### src/rtl/stage1if_pkg.sv
// rtl/stage1if_pkg.sv - shared core definitions for the instruction fetch stage
//
// Purpose: state encoding and default widths used by stage1if.
// Contents:
//   PC_W_DEF      default program counter width
//   INSTR_W_DEF   default instruction word width
//   STALL_W       width of the optional stall counter
//   state_t       fetch state encoding (IDLE, WAIT, FULL, DROP)

package stage1if_pkg;

  localparam int PC_W_DEF    = 12;
  localparam int INSTR_W_DEF = 24;
  localparam int STALL_W     = 16;

  // IDLE: nothing outstanding, output empty
  // WAIT: one request granted, response pending
  // FULL: output holds a valid instruction
  // DROP: a squashed request is still outstanding; its response is discarded
  typedef enum logic [1:0] {
    ST_IDLE = 2'd0,
    ST_WAIT = 2'd1,
    ST_FULL = 2'd2,
    ST_DROP = 2'd3
  } state_t;

endpackage

### src/rtl/stage1if.sv
// rtl/stage1if.sv - instruction fetch stage with one outstanding memory request
//
// Purpose: takes a fetch address from the IA/IF latch, issues it to instruction
// memory, and presents the returned word with its pc to the next stage.
// Optional feature: define STAGE1IF_STATS_EN to add the stall_cnt output.
//
// Ports:
//   clk, rst_n            clock (rising edge), asynchronous active-low reset
//   pc_in, pc_valid       fetch address and its valid flag
//   pc_ready              fetch address consumed this cycle (latch enable)
//   flush                 squash held and in-flight fetch
//   imem_req/addr/gnt     memory request channel
//   imem_rvalid/rdata     memory response channel, one per grant, in order
//   instr_out, pc_out     fetched instruction and its address
//   valid_out, out_ready  output handshake
//   stall_cnt             (STAGE1IF_STATS_EN) cycles with valid_out=1, out_ready=0

module stage1if
  import stage1if_pkg::*;
#(
  parameter int INSTR_W = INSTR_W_DEF,
  parameter int PC_W    = PC_W_DEF
) (
  input  logic               clk,
  input  logic               rst_n,
  input  logic [PC_W-1:0]    pc_in,
  input  logic               pc_valid,
  output logic               pc_ready,
  input  logic               flush,
  output logic               imem_req,
  output logic [PC_W-1:0]    imem_addr,
  input  logic               imem_gnt,
  input  logic               imem_rvalid,
  input  logic [INSTR_W-1:0] imem_rdata,
  output logic [INSTR_W-1:0] instr_out,
  output logic [PC_W-1:0]    pc_out,
  output logic               valid_out,
  input  logic               out_ready
`ifdef STAGE1IF_STATS_EN
  ,
  output logic [STALL_W-1:0] stall_cnt
`endif
);

  state_t            state;
  state_t            state_nxt;
  logic [PC_W-1:0]   pc_q;
  logic              req_raw;
  logic              load_out;
  logic              valid_nxt;
  logic              grant;

  // Request is masked by reset so the memory port is quiet while rst_n=0.
  assign imem_req  = rst_n & req_raw;
  assign imem_addr = imem_req ? pc_in : '0;
  assign grant     = imem_req & imem_gnt;
  assign pc_ready  = grant;

  always_ff @(posedge clk or negedge rst_n) begin
    if (!rst_n) begin
      state <= ST_IDLE;
    end else begin
      state <= state_nxt;
    end
  end

  always_comb begin
    state_nxt = state;
    req_raw   = 1'b0;
    load_out  = 1'b0;
    valid_nxt = valid_out;
    case (state)
      ST_IDLE: begin
        req_raw = pc_valid & ~flush;
      end
      ST_WAIT: begin
        if (flush) begin
          // A response arriving with the flush is simply dropped; otherwise
          // the response is still owed and must be absorbed in DROP.
          state_nxt = imem_rvalid ? ST_IDLE : ST_DROP;
        end else if (imem_rvalid) begin
          state_nxt = ST_FULL;
          load_out  = 1'b1;
          valid_nxt = 1'b1;
        end
      end
      ST_FULL: begin
        if (flush) begin
          state_nxt = ST_IDLE;
          valid_nxt = 1'b0;
        end else if (out_ready) begin
          // Draining the output frees the slot, so the next fetch may be
          // issued in the same cycle to keep one instruction per two cycles.
          req_raw   = pc_valid;
          state_nxt = ST_IDLE;
          valid_nxt = 1'b0;
        end
      end
      ST_DROP: begin
        if (!flush && imem_rvalid) begin
          state_nxt = ST_IDLE;
        end
      end
      default: begin
        state_nxt = ST_IDLE;
        valid_nxt = 1'b0;
      end
    endcase
    if (grant) begin
      state_nxt = ST_WAIT;
    end
    if (flush) begin
      valid_nxt = 1'b0;
    end
  end

  always_ff @(posedge clk or negedge rst_n) begin
    if (!rst_n) begin
      pc_q <= '0;
    end else if (grant) begin
      pc_q <= pc_in;
    end
  end

  always_ff @(posedge clk or negedge rst_n) begin
    if (!rst_n) begin
      instr_out <= '0;
      pc_out    <= '0;
      valid_out <= 1'b0;
    end else begin
      valid_out <= valid_nxt;
      if (load_out) begin
        instr_out <= imem_rdata;
        pc_out    <= pc_q;
      end
    end
  end

`ifdef STAGE1IF_STATS_EN
  always_ff @(posedge clk or negedge rst_n) begin
    if (!rst_n) begin
      stall_cnt <= '0;
    end else if (valid_out && !out_ready && (stall_cnt != {STALL_W{1'b1}})) begin
      stall_cnt <= stall_cnt + 16'd1;
    end
  end
`endif

endmodule

### config.mk
export PLATFORM = sky130hd
export DESIGN_NAME = stage1if
export DESIGN_NICKNAME = d
export VERILOG_FILES = /design/src/rtl/stage1if_pkg.sv /design/src/rtl/stage1if.sv
export SDC_FILE = /design/constraint.sdc
export NUM_CORES = 1
export LEC_CHECK = 0
export CORE_AREA = 2 2 75 77
export CTS_CLUSTER_DIAMETER = 60
export DETAILED_ROUTE_END_ITERATION = 10
export DIE_AREA = 0 0 77 79
export PLACE_DENSITY = 0.77
export SYNTH_ARGS = -nofsm -noshare
export SYNTH_HDL_FRONTEND = slang
export SYNTH_SLANG_ARGS = --single-unit
export TNS_END_PERCENT = 1
### constraint.sdc
create_clock -name clk -period 1.9 [get_ports clk]
set_input_delay 0.19 -clock clk [delete_from_list [all_inputs] [get_ports clk]]
set_output_delay 0.19 -clock clk [all_outputs]
set_load 0.03 [all_outputs]
==> results of run 1 <==
layout make-up:
class,instances,share of cell area (%)
repair buffers,97,29.58
flip-flops and latches,51,40.44
inverters,2,0.2379
multi-input cells,78,23.71
well taps,72,2.855
clock buffers,8,3.172
placed cells by master (no fill, tap or decap):
| cell type | count |
|---|---|
| o21ai_0 | 3 |
| nor3_1 | 1 |
| clkbuf_8 | 7 |
| mux2_1 | 3 |
| a21boi_0 | 1 |
| nor3_4 | 1 |
| nand2_1 | 2 |
| clkbuf_1 | 1 |
| nand3_4 | 1 |
| clkdlybuf4s50_1 | 78 |
| mux2_2 | 45 |
| and2_1 | 1 |
| buf_2 | 1 |
| inv_1 | 2 |
| nand2b_1 | 3 |
| buf_4 | 17 |
| and4bb_2 | 1 |
| buf_12 | 1 |
| and3_1 | 13 |
| dfrtp_1 | 51 |
| a21oi_1 | 1 |
| nor2b_1 | 1 |
| a211o_1 | 1 |
registers in the layout, indices dropped and copies added (netlist names):
register and cells:
instr_out 24, pc_out 12, pc_q 12, state 2, valid_out 1
power by group:
group / internal (W) / switching [W] / leakage (nW)
combinational: 0.000832 / 0.000881 / 0.732
clock: 0.000333 / 0.000321 / 0.0515
sequential: 0.00144 / 0.000178 / 0.633
layer usage:
metal,global-route usage [%],vias up,part of all wire [%]
met1,20.13,704,45
li1,-,674,-
met3,3.977,2,6.0
met5,0,-,0
met2,24.04,53,48
met4,3.750,0,0.35
logic make-up (layout without fill, tap and decap cells):
group | Yosys count | count (layout) | synth area share, %
compound gates | 6 | 6 | 1.747
buf+inv | 8 | 107 | 2.892
flops | 51 | 51 | 61.45
mux | 48 | 48 | 26.02
simple gates | 24 | 24 | 7.892
metrics by stage:
| step | power (W) | instances | hold slack (ns) | area [um2] | utilization (%) |
|---|---|---|---|---|---|
| detailed placement | 0.003376 | 300 | 0.3581 | 3048 | 57.10 |
| floorplan | 0.002568 | 137 | -0.1056 | 2077 | - |
| global route | 0.004222 | 308 | 0.06875 | 3156 | 59.12 |
| finish | 0.003989 | 308 | 0.0003672 | 3156 | 59.12 |
| global placement | 0.003344 | 300 | 0.3574 | 3048 | 57.10 |
| CTS | 0.004052 | 308 | 0.03571 | 3148 | 58.98 |
final timing paths:
| kind | endpoint | cells after the start | from |
|---|---|---|---|
| setup / recovery | imem_addr[4] | 4 | state[0] |
| hold / removal | valid_out | 2 | rst_n |
| setup reg to reg | pc_out[2] | 4 | state[0] |
| hold reg to reg | instr_out[3] | 1 | instr_out[3] |
| max in group asynchronous | pc_q[0] | 2 | rst_n |
| min in group clk | instr_out[3] | 1 | instr_out[3] |
what timing repair did:
| action | 4_1_cts | 5_1_grt |
|---|---|---|
| hold buffers | 0 | 0 |
| resized for setup | 0 | 1 |
| setup endpoints to repair | 0 | 1 |
| setup buffers | 0 | 0 |
==> results by group, run 1 <==
STA
  – Final-report hold violation count: 0
  – Fmax: 0.5638 GHz
  – Total negative slack: 0 ns
  – Unrepaired setup endpoints after global routing: no
  – Final WS setup: 0.1263 ns
  – Worst Skew: between 0.005 and 0.006 ns
  – Final period util: 93.35%
  – # setup viols final: 0
  – Max transition margin: 58.18%
  – Tmin final: 1.774 ns
  – Final Max Tran Viols: 0
  – Slew at the pin closest to its max-slew limit: 0.6272 ns

Clock tree
  – Sink Count: 51
  – CTS root buffer: clkbuf_8
  – Clk slew on worst S/H paths: 0.09 ns
  – TritonCTS Buffers: 5
  – CTS tree: built
  – CTS H-tree depth: 2
  – Clk buf depth: 2
  – Worst-skew pair later-pin latency: 0.29 ns

Detailed routing
  – Total Wirelength: 4257 um
  – Initial DRC Count: 43
  – DRC Markers: 0
  – Detail Route Antenna Nets: 0
  – Via count normalized by instance count: around 4.7
  – Drt pass-1 iters: 4
  – Via count: 1433
  – DR WL/cell: 13.82 um

Hold path
  – Hold Crit Class: in2async

Synth
  – Yosys warns: 0
  – Post-synth EDFFs: 0
  – Primary FF master, synth: dfrtp_1
  – Synth area leader: dfrtp_1
  – Synth cell types: 19
  – Mapped cell area: 2077 um2
  – Top post-synthesis cells by area: dfrtp_1 61%, mux2_2 24%, and3_1 3.9%
  – Most frequent cells after synthesis: 51 x dfrtp_1, 45 x mux2_2, 13 x and3_1
  – Count leader, synth: dfrtp_1
  – Async SR Flop Fraction: 100.0%
  – Cells after synthesis: 137
  – Top-area cell type share of the netlist area: 61.45%
  – Seq/Total Area, Yosys: 61.45%
  – Syn_area_per_cell: about 15 um2
  – Seq cells post-synth: 51
  – Post-Synthesis Net Count: 180

Global routing
  – Largest net degree at the start of global routing: 52
  – GR Util All Layers: 14.90%
  – First-pass GRT wire length: 7238 um
  – Vias in the first global route: 1537
  – GR Overflow Total: 0
  – Antenna violations before repair: 0

Worst setup path
  – CP Capture Type: output pin
  – Crit path max fanout: 13
  – Worst reg2reg setup slack: about 0.42 ns
  – CP most frequent cell: buf_4
  – Setup crit start kind: register
  – Class of the most critical setup path: reg2out
  – Max incr delay on CP: 0.43 ns
  – Required time worst endpoint: 1.71 ns
  – Crit path max-delay family: simple AND/OR/NAND/NOR gates
  – Cell Chain, Critical Path: and4bb_2 -> buf_4 -> and3_1 -> buf_4
  – WP data arrival: 1.58 ns
  – Critical path's slowest cell: dfrtp_1
  – WP buf/inv: 2

Placed design
  – Pre-CTS setup slack: 0.02958 ns
  – Hpwl dp: 3124 um
  – IO Port Bufs: 93
  – RD Place Congestion: 0.7292

Power
  – P per Cell Area: ~1300 nW/um2
  – Leak Pwr: 1.416 nW
  – Worst IR Drop VDD: approximately 0.00062 V

Floorplan
  – Die Wd: 77 um
  – # rows: 27
  – Die H: 79 um
  – Core Area: 5338 um2
  – Die area: a little over 6000 um2
  – Io pins: 94
  – Starting density of the core: approximately 39%

Final layout
  – Multi-input gate area: between 700 and 800 um2
  – Area delta synth->final: 51.93%
  – Final Net Count: 278
  – Layout cell share with drive strength beyond 1: 31.36%
  – Register area: approximately 1300 um2
  – Number of fillers in the final layout: 498
  – # diodes: 0

Run
  – Max-Cap Viols: 0

Status
  – Status: finished clean
Power figures use the tool's default switching activity.
==> run 2, diff against run 1 <==
--- a/config.mk
+++ b/config.mk
@@ -10,6 +10,7 @@
 export DETAILED_ROUTE_END_ITERATION = 10
 export DIE_AREA = 0 0 77 79
 export PLACE_DENSITY = 0.77
+export REMOVE_ABC_BUFFERS = 1
 export SYNTH_ARGS = -nofsm -noshare
 export SYNTH_HDL_FRONTEND = slang
 export SYNTH_SLANG_ARGS = --single-unit
==> run 2 against run 1 <==
Net effect: global-route usage grew 1.7 points; power grew 0.63%; register-to-register slack gained 0.03 ns; utilization grew 0.45 points; fmax shrank 1.6%; cell area grew 0.75%; cell count grew 0.97%; non-clock buffer count grew 3; largest cell class unchanged.
==> results by group, run 2 (synthesized netlist as in run 1, its figures left out) <==
Final layout
  – Most frequent cells in the layout: 78 x clkdlybuf4s50_1, 50 x dfrtp_1, 45 x mux2_2
  – Area delta synth->final: 53.07%
  – Final Util: 59.56% (+0.45 points)
  – Top Registers: instr_out: 24 flops, pc_out: 12 flops, pc_q: 12 flops
  – Post-route cell area: 3179 um2 (+0.75%)
  – Number of fillers in the final layout: 478 (-4.0%)
  – # diodes: 0 (unchanged)
  – Layout cell share with drive strength beyond 1: 32.64% (+1.3 points)
  – Final Net Count: 281 (+1.1%)
  – Largest Register: instr_out
  – Most common cell after layout, fill and taps aside: clkdlybuf4s50_1
  – Max reg flops: 24 (unchanged)

Clock tree
  – Worst-skew pair later-pin latency: 0.29 ns (about the same)
  – Clk slew on worst S/H paths: 0.09 ns (about the same)
  – CTS H-tree depth: 2 (unchanged)
  – Sink Count: 51 (unchanged)
  – TritonCTS Buffers: 5 (unchanged)
  – CTS tree: built
  – CTS root buffer: clkbuf_8
  – Clk buf depth: 2 (unchanged)

Worst setup path
  – Critical path's slowest cell: dfrtp_2
  – Reg2Reg Depth: 4 (unchanged)
  – WP buf/inv: 2 (unchanged)
  – WP data arrival: 1.61 ns (+0.03 ns)
  – Crit path max-delay family: simple AND/OR/NAND/NOR gates
  – Required time worst endpoint: 1.71 ns (about the same)
  – Total stage count of the critical path: 4 (unchanged)
  – Crit path max fanout: 11 (-2)
  – Cell Chain, Critical Path: and4bb_2 -> buf_4 -> and3_1 -> buf_4
  – CP Capture Type: output pin
  – Max incr delay on CP: 0.44 ns (about the same)
  – Class of the most critical setup path: reg2out
  – Setup crit start kind: register
  – CP most frequent cell: buf_4

Placed design
  – RD Place Congestion: 0.7347 (+0.75%)
  – IO Port Bufs: 93 (unchanged)
  – DP Area: 3063 um2 (+0.49%)
  – Hpwl dp: 3456 um (+11%)

Hold path
  – Hold Crit Class: in2async

Power
  – P per Cell Area: 1263 nW/um2 (-0.12%)
  – Leak Pwr: 1.430 nW (+0.95%)
  – Worst IR Drop VDD: 0.0005493 V (-12%)
  – Power consumption: 0.004014 W (+0.63%)

Detailed routing
  – Drt pass-1 iters: 4 (unchanged)
  – Via count: 1450 (+1.2%)
  – DR WL/cell: 14.79 um (+7.0%)
  – DRC Markers: 0 (unchanged)
  – Total Wirelength: 4601 um (+8.1%)
  – Initial DRC Count: 43 (unchanged)
  – Detail Route Antenna Nets: 0 (unchanged)
  – Via count normalized by instance count: 4.662 (+0.21%)

Floorplan
  – Starting density of the core: 38.91% (unchanged)
  – Die H: 79 um (unchanged)
  – # rows: 27 (unchanged)
  – Die Wd: 77 um (unchanged)
  – Io pins: 94 (unchanged)
  – Die area: 6083 um2 (unchanged)
  – Core Area: 5338 um2 (unchanged)

STA
  – Max transition margin: 58.37% (+0.19 points)
  – Slew at the pin closest to its max-slew limit: 0.6245 ns (-0.002777 ns)
  – Fmax: 0.5550 GHz (-1.6%)
  – Unrepaired setup endpoints after global routing: no
  – Final-report hold violation count: 0 (unchanged)
  – Final hold slack: 0.02062 ns (+0.02025 ns)
  – Final period util: 94.82% (+1.5 points)
  – Worst Skew: 0.004431 ns (-0.001158 ns)
  – Tmin final: 1.802 ns (+0.02793 ns)
  – # setup viols final: 0 (unchanged)
  – Total negative slack: 0 ns (unchanged)
  – Final Max Tran Viols: 0 (unchanged)

Global routing
  – Vias in the first global route: 1541 (+0.26%)
  – GR Overflow Total: 0 (unchanged)
  – Antenna violations before repair: 0 (unchanged)
  – Largest net degree at the start of global routing: 52 (unchanged)
  – First-pass GRT wire length: 7790 um (+7.6%)
  – GR Util All Layers: 16.62% (+1.7 points)

Status
  – Status: finished clean

Run
  – Max-Cap Viols: 0 (unchanged)
## run 2: per-stage QoR
stage	setup WS [ns]	std cells
2_1_floorplan	-0.04342	131
3_3_place_gp	0.05835	302
3_5_place_dp	0.01359	302
4_1_cts	0.06529	310
5_1_grt	0.01161	311
6_report	0.09834	311
## run 2: final timing paths
check                                 to  slack, ns         start
max                         imem_addr[5]        0.1      state[0]
min                            pc_out[8]       0.02         rst_n
max reg2reg                instr_out[17]       0.45      state[0]
min reg2reg                 instr_out[4]       0.49  instr_out[4]
max in group asynchronous       state[0]       1.44         rst_n
min in group clk            instr_out[4]       0.49  instr_out[4]
## run 2: cell type report
| class | count | area [um2] | share of cell area [%] |
|---|---|---|---|
| Sequential cell | 51 | 1277 | 40.18 |
| Tap cell | 72 | 90.09 | 2.834 |
| Multi-Input combinational cell | 78 | 748.2 | 23.53 |
| Clock buffer | 8 | 100.1 | 3.148 |
| Timing Repair Buffer | 100 | 955.9 | 30.07 |
| Inverter | 2 | 7.507 | 0.2361 |
## run 2: repair_timing
item                       in CTS  in global routing
resized for setup               1                  1
setup endpoints to repair       1                  9
hold buffers                    0                  0
pin swaps                       0                  1
setup buffers                   0                  1
## run 2: per-layer routing
metal	global-route usage [%]	wire length, um
met1	20.36	1843
met2	26.49	2268
met3	7.045	392
met4	5.893	97
met5	0	0
## run 2: where the power goes
part | internal (W) | switching (W) | total [W] | leakage, nW
combinational | 0.000834 | 0.000896 | 0.00173 | 0.747
clock | 0.000333 | 0.000328 | 0.000661 | 0.0515
sequential | 0.00144 | 0.000179 | 0.00162 | 0.631
==> run 3, diff against run 2 <==
--- a/config.mk
+++ b/config.mk
@@ -5,11 +5,13 @@
 export SDC_FILE = /design/constraint.sdc
 export NUM_CORES = 1
 export LEC_CHECK = 0
-export CORE_AREA = 2 2 75 77
+export CORE_AREA = 2 2 62 64
 export CTS_CLUSTER_DIAMETER = 60
 export DETAILED_ROUTE_END_ITERATION = 10
-export DIE_AREA = 0 0 77 79
-export PLACE_DENSITY = 0.77
+export DIE_AREA = 0 0 64 66
+export DONT_BUFFER_PORTS = 1
+export HOLD_SLACK_MARGIN = 0.06
+export PLACE_DENSITY = 0.74
 export REMOVE_ABC_BUFFERS = 1
 export SYNTH_ARGS = -nofsm -noshare
 export SYNTH_HDL_FRONTEND = slang
==> run 3 against run 2 <==
Net effect: sequential cell count is the same; first-iteration DRC count grew 72%; fmax is 2.9% lower; routed wire length shrank 3.2%; register-to-register slack lost 0.16 ns; global-route usage grew 5.9 points; sequential share of layout area up 8.2 points; cell count down 25%; hold slack gained 0.068 ns; clock-buffer cell count is 3 lower; die area fell by 31%; combinational power shrank 71%.
==> results by group, run 3 (synthesized netlist as in run 1, its figures left out) <==
STA
  – Fmax: 0.5390 GHz (-2.9%)
  – Max transition margin: 77.53% (+19 points)
  – Tmin final: 1.855 ns (+0.05373 ns)
  – Unrepaired setup endpoints after global routing: yes
  – # setup viols final: 0 (unchanged)
  – Final Max Tran Viols: 0 (unchanged)
  – Worst Skew: 0.007094 ns (+0.002663 ns)
  – Final WS setup: 0.04461 ns (-0.05373 ns)
  – Final-report hold violation count: 0 (unchanged)
  – Slew at the pin closest to its max-slew limit: 0.3382 ns (-0.2862 ns)
  – Final period util: 97.65% (+2.8 points)

Clock tree
  – Sink Count: 51 (unchanged)
  – TritonCTS Buffers: 5 (unchanged)
  – CTS root buffer: clkbuf_4
  – CTS tree: built
  – Worst-skew pair later-pin latency: 0.36 ns (+0.07 ns)
  – Clk buf depth: 2 (unchanged)
  – Clk slew on worst S/H paths: 0.13 ns (+0.04 ns)
  – CTS H-tree depth: 2 (unchanged)

Worst setup path
  – Class of the most critical setup path: reg2out
  – Crit path max fanout: 8 (-3)
  – Critical path's slowest cell: dfrtp_1
  – CP Capture Type: output pin
  – Setup crit start kind: register
  – Max incr delay on CP: 0.45 ns (about the same)
  – WP data arrival: 1.67 ns (+0.06 ns)
  – Required time worst endpoint: 1.71 ns (about the same)
  – Cell Chain, Critical Path: and4bb_4 -> buf_4 -> and3_2

Placed design
  – Placed Instances: 184 (-39%)
  – Pre-CTS setup slack: 0.2300 ns (+0.2164 ns)
  – Hpwl dp: 2849 um (-18%)
  – IO Port Bufs: 0 (-100%)
  – RD Place Congestion: 0.6215 (-15%)

Floorplan
  – Io pins: 94 (unchanged)
  – Die Wd: 64 um (-17%)
  – Starting density of the core: 58.49% (+20 points)
  – # rows: 22 (-19%)
  – Die H: 66 um (-16%)
  – Core Area: 3551 um2 (-33%)
  – Die area: 4224 um2 (-31%)

Detailed routing
  – Drt pass-1 iters: 4 (unchanged)
  – Via count normalized by instance count: 5.654 (+21%)
  – Via count: 1323 (-8.8%)
  – DRC Markers: 0 (unchanged)
  – DR WL/cell: 19.03 um (+29%)
  – Detail Route Antenna Nets: 0 (unchanged)
  – Total Wirelength: 4453 um (-3.2%)
  – Initial DRC Count: 74 (+72%)

Final layout
  – Layout cell share with drive strength beyond 1: 39.78% (+7.1 points)
  – Area delta synth->final: 27.05%
  – Final Net Count: 229 (-19%)
  – Fin cells: 234 (-25%)
  – Largest Register: instr_out
  – # diodes: 0 (unchanged)
  – Number of fillers in the final layout: 214 (-55%)
  – Max reg flops: 24 (unchanged)
  – Most common cell after layout, fill and taps aside: dfrtp_1
  – Most frequent cells in the layout: 51 x dfrtp_1, 45 x mux2_2, 39 x dlygate4sd3_1
  – Top Registers: instr_out: 24 flops, pc_out: 12 flops, pc_q: 12 flops

Global routing
  – Routing usage on met3: 8.688% (+1.6 points)
  – GR Util All Layers: 22.49% (+5.9 points)
  – First-pass GRT wire length: 6913 um (-11%)
  – Vias in the first global route: 1477 (-4.2%)
  – Met2 Use GR: 42.45% (+16 points)
  – Antenna violations before repair: 0 (unchanged)
  – Largest net degree at the start of global routing: 52 (unchanged)
  – GR peak layer: met2
  – GR Overflow Total: 0 (unchanged)
  – Met1 usage in global routing: 21.66% (+1.3 points)

Power
  – NetSw: 0.001322 W (-5.8%)
  – Clock power frac: 14.2% (-2.3 points)
  – Comb pwr share: 15.6% (-28 points)
  – P per Cell Area: 1223 nW/um2 (-3.1%)
  – Internal Power: 0.001906 W (-27%)
  – Leak Pwr: 1.210 nW (-15%)
  – Flop pwr share: 70.2% (+30 points)
  – Worst IR Drop VDD: 0.0009004 V (+64%)
  – Switching share of power: 40.96% (+6.0 points)

Hold path
  – Hold Crit Class: in2reg

Run
  – Max-Cap Viols: 0 (unchanged)

Status
  – Status: finished clean
[run 3: through the flow]
stage	power (W)	area (um2)	util [%]	setup TNS [ns]	hold WS (ns)
after detailed placement	0.002706	2122	59.76	0	-0.1046
after global placement	0.002646	2122	59.76	0	-0.1045
after floorplan	0.002562	2024	-	-1.461	-0.1056
after global routing	0.003383	2639	74.31	-0.08648	0.07983
after CTS	0.003249	2614	73.61	0	0.06582
final	0.003228	2639	74.31	0	0.08832
[run 3: power by group through the flow]
stage	Combinational (W)	Sequential, W	Clock [W]
CTS	0.000508	0.00227	0.000473
floorplan	0.000354	0.00221	0
global route	0.000554	0.00231	0.000520
detailed placement	0.000413	0.00229	0
global placement	0.000376	0.00227	0
finish	0.000504	0.00227	0.000457
[run 3: what timing repair did]
item,CTS,global route
hold buffers,40,0
setup buffers,0,3
resized for setup,10,2
gates cloned,0,0
hold endpoints to repair,89,0
pin swaps,0,1
setup endpoints to repair,14,10
[run 3: worst max-delay path: cells and delay by family, from the launching register on]
kind,cells,cell delay [ns]
AND/OR/NAND/NOR,2,0.69
buffers and inverters,1,0.17
flip-flops,1,0.45
[run 3: path summary, 6_finish.rpt]
kind,startpoint,to,slack [ns],cells after the start
max,state[0],imem_addr[10],0.04,3
min,imem_rvalid,state[0],0.09,2
max reg2reg,state[1],valid_out,0.29,4
min reg2reg,pc_q[8],pc_q[8],0.52,1
max in group asynchronous,rst_n,pc_out[2],1.35,2
min in group asynchronous,rst_n,instr_out[3],0.34,2
[run 3: cell type report]
| type | count | area, um2 | area share (%) |
|---|---|---|---|
| inverters | 2 | 7.507 | 0.2845 |
| clock inverters | 2 | 13.76 | 0.5216 |
| multi-input cells | 78 | 765.7 | 29.02 |
| well taps | 48 | 60.06 | 2.276 |
| repair buffers | 48 | 478.0 | 18.11 |
| clock buffers | 5 | 37.54 | 1.422 |
| flip-flops and latches | 51 | 1276 | 48.36 |
[run 3: routing by layer]
layer | wire length (um) | part of all wire (%)
met4 | 129 | 2.9
met3 | 374 | 8.4
met2 | 2369 | 53
met5 | 0 | 0
met1 | 1579 | 35
